<file path="config.mk">
export PLATFORM = sky130hd
export DESIGN_NAME = rv32_memory_pipe
export DESIGN_NICKNAME = d
export VERILOG_FILES = /design/src/rtl/rv32_memory_pipe.sv
export SDC_FILE = /design/constraint.sdc
export NUM_CORES = 1
export LEC_CHECK = 0
export CORE_ASPECT_RATIO = 1.2
export CORE_MARGIN = 1
export CORE_UTILIZATION = 40
export CTS_CLUSTER_SIZE = 40
export DETAILED_ROUTE_END_ITERATION = 8
export PLACE_DENSITY = 0.81
export SETUP_SLACK_MARGIN = 0.2
export SYNTH_ARGS = -nofsm -noshare
export SYNTH_HDL_FRONTEND = slang
export SYNTH_SLANG_ARGS = --single-unit
</file>
<file path="constraint.sdc">
create_clock -name clk_i -period 1.85 [get_ports clk_i]
set_input_delay 0.37 -clock clk_i [delete_from_list [all_inputs] [get_ports clk_i]]
set_output_delay 0.37 -clock clk_i [all_outputs]
set_load 0.05 [all_outputs]
</file>
<file path="src/rtl/rv32_memory_pipe.sv">
// rtl/rv32_memory_pipe.sv - RV32 memory stage with parametrised data-memory read latency
module rv32_memory_pipe #(
   parameter int MEM_LATENCY = 1
) (
   input  logic        clk_i,
   input  logic        rst_n_i,
   input  logic        valid_i,
   input  logic        stall_i,
   input  logic        flush_i,
   input  logic        reg_write_i,
   input  logic        memory_write_i,
   input  logic        memory_read_i,
   input  logic [2:0]  result_source_i,
   input  logic [31:0] alu_result_i,
   input  logic [31:0] write_data_i,
   input  logic [31:0] instr_i,
   input  logic [31:0] pc_next_i,
   input  logic [31:0] memory_read_data_i,
   output logic        memory_enable_o,
   output logic [3:0]  memory_write_enable_o,
   output logic [31:0] memory_data_address_o,
   output logic [31:0] memory_write_data_o,
   output logic        valid_o,
   output logic        reg_write_o,
   output logic        misaligned_o,
   output logic [2:0]  result_source_o,
   output logic [31:0] alu_result_o,
   output logic [31:0] read_data_o,
   output logic [31:0] instr_o,
   output logic [31:0] pc_next_o
);

   // In-flight entry; is_load is needed only to decide whether read data is formatted
   typedef struct packed {
      logic        valid;
      logic        reg_write;
      logic        is_load;
      logic        misaligned;
      logic [2:0]  result_source;
      logic [31:0] alu_result;
      logic [31:0] instr;
      logic [31:0] pc_next;
   } entry_t;

   typedef struct packed {
      logic        valid;
      logic        reg_write;
      logic        misaligned;
      logic [2:0]  result_source;
      logic [31:0] alu_result;
      logic [31:0] instr;
      logic [31:0] pc_next;
      logic [31:0] read_data;
   } wb_t;

   logic [2:0]  f3;
   logic [1:0]  a;
   logic        aligned;
   logic        misaligned_in;
   logic        store_go;
   logic [3:0]  strobe;
   logic [31:0] store_data;
   entry_t      in_e;
   entry_t      last;
   entry_t      stage_q [MEM_LATENCY];
   entry_t      stage_d [MEM_LATENCY];
   wb_t         wb_q, wb_d;
   logic [7:0]  ld_byte;
   logic [15:0] ld_half;
   logic [31:0] ld_data;

   assign f3            = instr_i[14:12];
   assign a             = alu_result_i[1:0];
   assign aligned       = (f3[1:0] == 2'b00) | ((f3[1:0] == 2'b01) & !a[0]) |
                          ((f3[1:0] == 2'b10) & (a == 2'b00));
   assign misaligned_in = valid_i & (memory_read_i | memory_write_i) & !aligned;
   assign store_go      = valid_i & memory_write_i & aligned & !stall_i & !flush_i;

   // Store lane strobes and replicated write data; strobes only fire when the store really advances
   always_comb begin
      strobe     = 4'b0000;
      store_data = write_data_i;
      case (f3[1:0])
         2'b00: begin
            strobe     = 4'b0001 << a;
            store_data = {4{write_data_i[7:0]}};
         end
         2'b01: begin
            strobe     = 4'b0011 << a;
            store_data = {2{write_data_i[15:0]}};
         end
         2'b10: strobe = 4'b1111;
         default: strobe = 4'b0000;
      endcase
      if (!store_go) strobe = 4'b0000;
   end

   assign memory_enable_o       = !stall_i;
   assign memory_write_enable_o = strobe;
   assign memory_data_address_o = alu_result_i;
   assign memory_write_data_o   = store_data;

   // New entry from the execute slot; faulting or invalid entries never write rd
   always_comb begin
      in_e               = '0;
      in_e.valid         = valid_i;
      in_e.reg_write     = valid_i & reg_write_i & !misaligned_in;
      in_e.is_load       = memory_read_i;
      in_e.misaligned    = misaligned_in;
      in_e.result_source = result_source_i;
      in_e.alu_result    = alu_result_i;
      in_e.instr         = instr_i;
      in_e.pc_next       = pc_next_i;
   end

   assign last = stage_q[MEM_LATENCY-1];

   // Load lane select and extension for the entry leaving the last memory stage
   always_comb begin
      ld_data = 32'h0;
      case (last.alu_result[1:0])
         2'b00:   ld_byte = memory_read_data_i[7:0];
         2'b01:   ld_byte = memory_read_data_i[15:8];
         2'b10:   ld_byte = memory_read_data_i[23:16];
         default: ld_byte = memory_read_data_i[31:24];
      endcase
      ld_half = last.alu_result[1] ? memory_read_data_i[31:16] : memory_read_data_i[15:0];
      if (last.is_load && !last.misaligned) begin
         case (last.instr[14:12])
            3'b000:  ld_data = {{24{ld_byte[7]}}, ld_byte};
            3'b100:  ld_data = {24'h0, ld_byte};
            3'b001:  ld_data = {{16{ld_half[15]}}, ld_half};
            3'b101:  ld_data = {16'h0, ld_half};
            3'b010:  ld_data = memory_read_data_i;
            default: ld_data = 32'h0;
         endcase
      end
   end

   // Advance the chain unless stalled; flush kills valid/reg_write everywhere and overrides stall
   always_comb begin
      for (int i = 0; i < MEM_LATENCY; i++) stage_d[i] = stage_q[i];
      wb_d = wb_q;
      if (!stall_i || flush_i) begin
         stage_d[0] = in_e;
         for (int i = 1; i < MEM_LATENCY; i++) stage_d[i] = stage_q[i-1];
         wb_d.valid         = last.valid;
         wb_d.reg_write     = last.reg_write;
         wb_d.misaligned    = last.misaligned;
         wb_d.result_source = last.result_source;
         wb_d.alu_result    = last.alu_result;
         wb_d.instr         = last.instr;
         wb_d.pc_next       = last.pc_next;
         wb_d.read_data     = ld_data;
      end
      if (flush_i) begin
         for (int i = 0; i < MEM_LATENCY; i++) begin
            stage_d[i].valid     = 1'b0;
            stage_d[i].reg_write = 1'b0;
         end
         wb_d.valid     = 1'b0;
         wb_d.reg_write = 1'b0;
      end
   end

   // Stage and writeback registers
   always_ff @(posedge clk_i or negedge rst_n_i) begin
      if (!rst_n_i) begin
         for (int i = 0; i < MEM_LATENCY; i++) stage_q[i] <= '0;
         wb_q <= '0;
      end else begin
         for (int i = 0; i < MEM_LATENCY; i++) stage_q[i] <= stage_d[i];
         wb_q <= wb_d;
      end
   end

   assign valid_o         = wb_q.valid;
   assign reg_write_o     = wb_q.reg_write;
   assign misaligned_o    = wb_q.misaligned;
   assign result_source_o = wb_q.result_source;
   assign alu_result_o    = wb_q.alu_result;
   assign read_data_o     = wb_q.read_data;
   assign instr_o         = wb_q.instr;
   assign pc_next_o       = wb_q.pc_next;

endmodule
</file>
==> run summary, run 1 <==
I/O pin total - 374
Num CTS Buffers - 24
GRT Util Overall - 23.59%
Post-synth design cell area - 10,010 um2
Die height - 175.3 um
Post-synthesis register bit count - 237
Sequential share of the synthesized area - 59.22%
Residual overflow from global routing - 0
Slew margin rel. - 66.17%
Final Cycle Share - 97.69%
Worst Clk Skew - 0.01420 ns
Clock share of power - 33.2%
Core Rows - 63
Post-route cell area - 16,030 um2
Switching part of the total - 31.51%
Ys flop type - dfrtp_1
Combinational share of power - 27.0%
Min Tclk post-route - 1.807 ns
Layout cells sized above 1 - 26.10%
Setup Viol. Count Final - 0
Yosys top cell area share - 59.22%
Worst EP arrival - 1.44 ns
Cell count after synthesis - 1,107
Async set-reset flop share out of synthesis - 100.0%
Top-count cell post-synth - nand2_1
Internal power - 10,270 uW
Worst Tran Pin Value - 0.5074 ns
RSZ-0062 raised after global routing - true
Die ar. - 25,680 um2
Core area - 24,670 um2
Max clock buf depth - 3
Avg Vias per Cell - 4.947
N_diodes - 0
DRC Markers - 0
DIE WIDTH - 146.4 um
Area of placed instances - 14,860 um2
Mapped Nets - 1,278
Worst Setup Start Kind - input pin
VDD IR max - 0.0004391 V
First-pass GRT wire length - 48,100 um
Worst path slowest cell - a2111oi_4
Setup crit end kind - primary output
CTS tree - yes
Wirelength per Cell - 16.89 um
Largest stage delay, worst path - 0.34 ns
Top cells by area, synth - dfrtp_1 59%, nand2_1 23%, buf_4 3.0%
WHS - 0.2393 ns
Switch Pwr - 4727 uW
Vias in the first global route - 9,275
Netlist cell types - 34
Crit Path Class - input pin to primary output
Critical Path RT - 1.48 ns
Crit path max fanout - 2
1st-iter DRT viols - 406
Syn avg cell area - 9.047 um2
Largest net degree at the start of global routing - 110
Yosys warns - 0
Post-synth top cells - 622 x nand2_1, 237 x dfrtp_1, 41 x clkbuf_1, 40 x buf_4, 23 x a221o_1
Status - finished clean
Final hold viol count - 0
Clk sink count - 237
Clk slew on worst S/H paths - 0.05 ns
Sequential power share - 39.7%
Leading area contributor after synthesis - dfrtp_1
Drt total wl - 30,930 um
PD cells - 936.0 nW/um2
P&R area growth vs syn - 60.02%
Pre-Repair DR Iteration Count - 5
Hold WC Path Type - input pin to flip-flop
Htree depth - 1
Max_cap viols - 0
Post-synth EDFFs - 0
Initial Utilization - 40.59%
Max Clk Rate - 553.3 MHz
Slew Viols, Final - 0
Vias - 9,058
Root Buffer - clkbuf_16
Nets - 1,660
Critical path cell sequence - dlygate4sd2_1 -> nand4b_1 -> buf_6 -> a2111oi_4 -> buf_12
IO Port Bufs - 373
Clock latency on the worst-skew pair - 0.51 ns
Remaining antenna violation count - 0
Leakage power - 0.008085 uW
Detailed placement HPWL - 22,700 um
Initial antenna violation count - 0
Routability congestion estimate - 0.8663
cell type report:
| cell class | count | area [um2] |
|---|---|---|
| Timing Repair Buffer | 458 | 4979 |
| Inverter | 2 | 11.26 |
| Multi-Input combinational cell | 766 | 3880 |
| Clock buffer | 37 | 710.7 |
| Sequential cell | 237 | 5933 |
| Fill cell | 1845 | 8647 |
| Tap cell | 325 | 406.6 |
| Clock inverter | 6 | 105.1 |
placed cells by master (no fill, tap or decap), types with 5 or more instances in the layout:
master | Yosys | final
nand2_1 | 622 | 622
dfrtp_1 | 237 | 235
buf_4 | 40 | 171
clkdlybuf4s50_1 | 0 | 145
buf_12 | 0 | 78
clkbuf_16 | 0 | 26
a221o_1 | 23 | 23
buf_6 | 1 | 19
mux2_4 | 0 | 16
dlygate4sd2_1 | 0 | 16
clkdlybuf4s15_2 | 0 | 16
o21ai_1 | 11 | 12
mux2i_1 | 18 | 12
o21ai_0 | 20 | 11
nor2b_1 | 11 | 9
o21ai_4 | 0 | 8
clkbuf_1 | 41 | 8
a211oi_2 | 0 | 7
mux2i_2 | 0 | 6
nor2_1 | 8 | 5
power by group through the flow:
stage | logic (uW) | clock network, uW | registers (uW)
global route | 4260 | 5300 | 6010
global placement | 3900 | 0 | 6020
finish | 4050 | 4990 | 5960
CTS | 4050 | 5110 | 5960
floorplan | 1190 | 0 | 7020
detailed placement | 3970 | 0 | 6050
metal layers:
layer,GRT usage [%],part of all wire (%),up-vias
met4,11.41,4.7,0
li1,-,-,4217
met1,24.81,34,4373
met5,0,0,-
met2,44.19,54,377
met3,5.273,6.6,91
critical path, delay by kind of cell:
kind	cells	cell delay [ns]
AND/OR/NAND/NOR	1	0.14
buffers and inverters	3	0.59
AO/OA/AOI/OAI	1	0.34
final timing paths:
check	startpoint	endpoint	slack [ns]	depth (start not counted)
min in group asynchronous	rst_n_i	pc_next_o[2]	0.42	2
hold reg to reg	instr_o[9]	instr_o[9]	0.46	2
setup / recovery	memory_write_i	memory_write_enable_o[0]	0.04	5
max in group asynchronous	rst_n_i	instr_o[24]	0.82	3
setup reg to reg	last[65]	read_data_o[30]	0.08	5
hold / removal	flush_i	reg_write_o	0.24	4
timing repair:
action / in CTS / in global routing
hold endpoints to repair: 50 / 0
buffers inserted: 6 / 1
setup endpoints to repair: 81 / 49
hold buffers: 1 / 0
cloned: 0 / 1
pin swaps: 19 / 9
gates resized for setup: 145 / 17
flip-flops by register name (all words and copies together), names as in the netlist:
| register | flops |
|---|---|
| alu_result_o | 32 |
| valid_o | 1 |
| last | 103 |
| pc_next_o | 32 |
| misaligned_o | 1 |
| instr_o | 32 |
| reg_write_o | 1 |
| result_source_o | 3 |
| read_data_o | 32 |
logic make-up after synthesis:
group	synth area share (%)
AND/OR/NAND/NOR	25.87
flip-flops	59.22
buffers and inverters	5.635
AO/OA/AOI/OAI	4.910
multiplexers	4.273
XOR/XNOR	0.08747
metrics by stage:
step / worst slack, ns / TNS (ns) / cells / utilization, % / power, uW
after floorplan: -0.3426 / -0.8384 / 1107 / - / 8216
after global placement: -0.3411 / -21.01 / 1779 / 60.24 / 9924
after detailed placement: -0.4202 / -22.80 / 1779 / 60.24 / 10020
after CTS: 0.005423 / 0 / 1829 / 64.69 / 15120
after global routing: 0.02668 / 0 / 1831 / 64.95 / 15580
final: 0.04276 / 0 / 1831 / 64.95 / 15000
No activity file was read; power rests on OpenSTA's default activity.
==> inputs of run 2 (changes only) <==
--- a/config.mk
+++ b/config.mk
@@ -12,6 +12,7 @@
 export DETAILED_ROUTE_END_ITERATION = 8
 export PLACE_DENSITY = 0.81
 export SETUP_SLACK_MARGIN = 0.2
+export SLEW_MARGIN = 20
 export SYNTH_ARGS = -nofsm -noshare
 export SYNTH_HDL_FRONTEND = slang
 export SYNTH_SLANG_ARGS = --single-unit
==> results of run 2 <==
No change in the layout: final DEF, timing and power equal those of run 1.
==> inputs of run 3 (changes only) <==
--- a/config.mk
+++ b/config.mk
@@ -5,12 +5,13 @@
 export SDC_FILE = /design/constraint.sdc
 export NUM_CORES = 1
 export LEC_CHECK = 0
+export ABC_AREA = 1
 export CORE_ASPECT_RATIO = 1.2
 export CORE_MARGIN = 1
 export CORE_UTILIZATION = 40
 export CTS_CLUSTER_SIZE = 40
 export DETAILED_ROUTE_END_ITERATION = 8
-export PLACE_DENSITY = 0.81
+export PLACE_DENSITY = 0.8
 export SETUP_SLACK_MARGIN = 0.2
 export SLEW_MARGIN = 20
 export SYNTH_ARGS = -nofsm -noshare
==> run 3 against run 2 <==
Largest cell class unchanged; non-clock buffer count is 4 higher; worst hold slack improved by 0.11 ns; maximum frequency decreased by 1.5%; sequential share of layout area is 1.1 points lower; critical path depth grew 3; register-to-register slack better by 0.18 ns; synthesized cell count rose by 22%.
==> run summary, run 3 <==
Final hold viol count - 0 (unchanged)
Most frequent cells in the layout - 645 x nand2_1, 236 x dfrtp_1, 178 x buf_4
Worst path slowest cell - clkbuf_16
Hold WC Path Type - input pin to flip-flop
Switching part of the total - 32.79% (+1.3 points)
Leakage power - 0.008660 uW (+7.1%)
Htree depth - 1 (unchanged)
Yosys warns - 0 (unchanged)
Post-synth EDFFs - 0 (unchanged)
Core Rows - 65 (+3.2%)
End-of-flow core utilization - 62.73% (-2.2 points)
Worst EP arrival - 1.47 ns (+0.03 ns)
N_diodes - 0 (unchanged)
Max_cap viols - 0 (unchanged)
Worst Setup Start Kind - input pin
GRT Util Overall - 24.09% (+0.50 points)
Setup Viol. Count Final - 0 (unchanged)
Max clock buf depth - 3 (unchanged)
DIE WIDTH - 151.6 um (+3.5%)
Pre-Repair DR Iteration Count - 6 (+1)
Design Power - 15,220 uW (+1.5%)
Initial Utilization - 40.75% (+0.16 points)
Num CTS Buffers - 25 (+4.2%)
WHS - 0.3481 ns (+0.1087 ns)
Setup crit end kind - primary output
Worst Clk Skew - 0.02496 ns (+0.01076 ns)
PD cells - 920.7 nW/um2 (-1.6%)
Worst setup margin - 0.01468 ns (-0.02808 ns)
Async set-reset flop share out of synthesis - 100.0% (unchanged)
Clock share of power - 33.2% (about the same)
Remaining antenna violation count - 0 (unchanged)
CTS tree - yes
Layout cells sized above 1 - 22.23% (-3.9 points)
Clk sink count - 237 (unchanged)
Largest register FFs - 103 (unchanged)
Drt total wl - 34,290 um (+11%)
Min Tclk post-route - 1.835 ns (+0.02808 ns)
Wirelength per Cell - 16.45 um (-2.6%)
VDD IR max - 0.0006937 V (+58%)
Cell count after synthesis - 1,351 (+22%)
Crit Path Class - input pin to primary output
Slew Viols, Final - 0 (unchanged)
Mapped Nets - 1,522 (+19%)
Nets - 1,904 (+15%)
P&R area growth vs syn - 53.92%
Clk slew on worst S/H paths - 0.06 ns (about the same)
RSZ-0062 raised after global routing - true
Number of fill cells - 2,176 (+18%)
CP startpoint - instr_i[13]
Post-synth top cells - 652 x nand2_1, 237 x dfrtp_1, 101 x inv_1, 80 x o21ai_0, 55 x nor2_1
Switch Pwr - 4990 uW (+5.6%)
Root Buffer - clkbuf_16
GRT Max-Usage Layer - met2
Routability congestion estimate - 0.9389 (+8.4%)
Critical path cell sequence - buf_6 -> buf_8 -> nor2_4 -> buf_6 -> clkbuf_16 -> nand2_4 -> o211ai_1 -> clkbuf_16
Pre-CTS setup slack - -0.3391 ns (+0.08112 ns)
Grt met2 use - 42.01% (-2.2 points)
Sequential share of the synthesized area - 55.23% (-4.0 points)
Critical Path RT - 1.48 ns (about the same)
Internal power - 10,230 uW (-0.42%)
Worst Tran Pin Value - 0.5140 ns (+0.006505 ns)
Final Cycle Share - 99.21% (+1.5 points)
Core area - 26,350 um2 (+6.8%)
Netlist cell types - 23 (-32%)
Avg Vias per Cell - 4.873 (-1.5%)
Largest net degree at the start of global routing - 59 (-46%)
Worst Path Buf+Inv - 5 (+2)
Top cells by area, synth - dfrtp_1 55%, nand2_1 23%, o21ai_0 3.7%
First-pass GRT wire length - 52,030 um (+8.2%)
Sequential Area - 5932 um2 (about the same)
Die ar. - 27,510 um2 (+7.1%)
Initial antenna violation count - 1 (+1)
Grt met1 use - 28.42% (+3.6 points)
Die height - 181.5 um (+3.5%)
Area of the multi-input gates - 3884 um2 (about the same)
Largest stage delay, worst path - 0.22 ns (-0.12 ns)
Post-synthesis register bit count - 237 (unchanged)
Yosys top cell area share - 55.23% (-4.0 points)
Max Clk Rate - 544.9 MHz (-1.5%)
Top-count cell post-synth - nand2_1
Sequential power share - 39.0% (-0.7 points)
Detailed placement HPWL - 24,510 um (+8.0%)
Residual overflow from global routing - 0 (unchanged)
I/O pin total - 374 (unchanged)
Leading area contributor after synthesis - dfrtp_1
Clock latency on the worst-skew pair - 0.53 ns (+0.02 ns)
Hold_sp - valid_i
Combinational share of power - 27.9% (+0.9 points)
Vias in the first global route - 10,070 (+8.6%)
Status - finished clean
Most common cell after layout, fill and taps aside - nand2_1
Met3 Usage GRT - 5.628% (+0.36 points)
IO Port Bufs - 373 (unchanged)
1st-iter DRT viols - 495 (+22%)
Syn avg cell area - 7.949 um2 (-12%)
Slew margin rel. - 65.74% (-0.43 points)
DRC Markers - 0 (unchanged)
Vias - 10,160 (+12%)
Ys flop type - dfrtp_1
Critical R2R Launch - last[65]
Crit path max fanout - 6 (+4)
Delay-heaviest family, CP - buffers and inverters
Post-synth design cell area - 10,740 um2 (+7.2%)
==> run 3: changes by cell type in the layout (fill, tap and decap cells not counted), sizes merged, moves of 7 or more <==
| cell | previous run | this run |
|---|---|---|
| nand3 | 0 | 40 |
| mux2 | 18 | 0 |
| a221o | 23 | 0 |
| clkdlybuf4s15 | 17 | 1 |
| buf | 274 | 291 |
| inv | 1 | 110 |
| a211oi | 7 | 0 |
| o21ai | 31 | 122 |
| mux2i | 19 | 0 |
| nor2 | 8 | 64 |
| nand2 | 622 | 656 |
| o211ai | 0 | 8 |
| clkdlybuf4s50 | 145 | 153 |
| nor2b | 11 | 0 |
==> run 3: repair_timing <==
action,in CTS,in global routing
hold buffers,1,0
pin swaps,15,14
resized for setup,87,43
setup buffers,14,4
gates cloned,0,2
endpoints found under the setup margin,36,51
endpoints found under the hold margin,47,0
==> run 3: layout make-up <==
| class | instances | share of cell area [%] |
|---|---|---|
| Tap cell | 335 | 2.536 |
| Clock inverter | 7 | 0.6056 |
| Timing Repair Buffer | 462 | 30.54 |
| Multi-Input combinational cell | 899 | 23.50 |
| Sequential cell | 237 | 35.89 |
| Clock buffer | 37 | 4.421 |
| Inverter | 108 | 2.513 |
==> run 3: metrics by stage <==
step / instance area (um2) / setup TNS, ns / std cells
3_5_place_dp: 15370 / -5.316 / 2020
6_report: 16530 / 0 / 2085
5_1_grt: 16530 / -0.001741 / 2085
2_1_floorplan: 10790 / 0 / 1351
4_1_cts: 16360 / 0 / 2079
3_3_place_gp: 15370 / -4.833 / 2020
==> run 3: logic make-up (layout without fill, tap and decap cells) <==
group / Yosys count / count (layout) / share of synthesized area, %
flops: 237 / 237 / 55.23
simple gates: 764 / 765 / 28.23
buf+inv: 216 / 614 / 10.10
compound gates: 134 / 134 / 6.443
==> run 3: tightest hold or removal path, cell delays in order <==
cell	delay [ns]
dlygate4sd2_1	0.24
inv_1	0.11
o22ai_1	0.11
==> run 3: worst paths after layout <==
check	endpoint	slack [ns]	cells past startpoint
worst max-delay path	memory_write_data_o[29]	0.01	8
worst min-delay path	last[102]	0.35	3
worst max register to register	read_data_o[10]	0.26	7
worst min register to register	pc_next_o[9]	0.47	2
max in group asynchronous	alu_result_o[4]	0.87	3
min in group asynchronous	alu_result_o[0]	0.38	2
==> run 3: power by group through the flow <==
stage | sequential [uW] | combinational (uW) | clock [uW]
5_1_grt | 5980 | 4490 | 5360
2_1_floorplan | 6970 | 1320 | 0
3_3_place_gp | 5990 | 4090 | 0
6_report | 5930 | 4240 | 5050
3_5_place_dp | 6010 | 4140 | 0
4_1_cts | 5930 | 4190 | 5150
==> run 3: metal layers <==
metal | routed length, um | vias to the layer above
met2 | 17270 | 423
met3 | 2877 | 98
li1 | - | 4856
met4 | 1452 | 2
met1 | 12680 | 4782
met5 | 13 | -
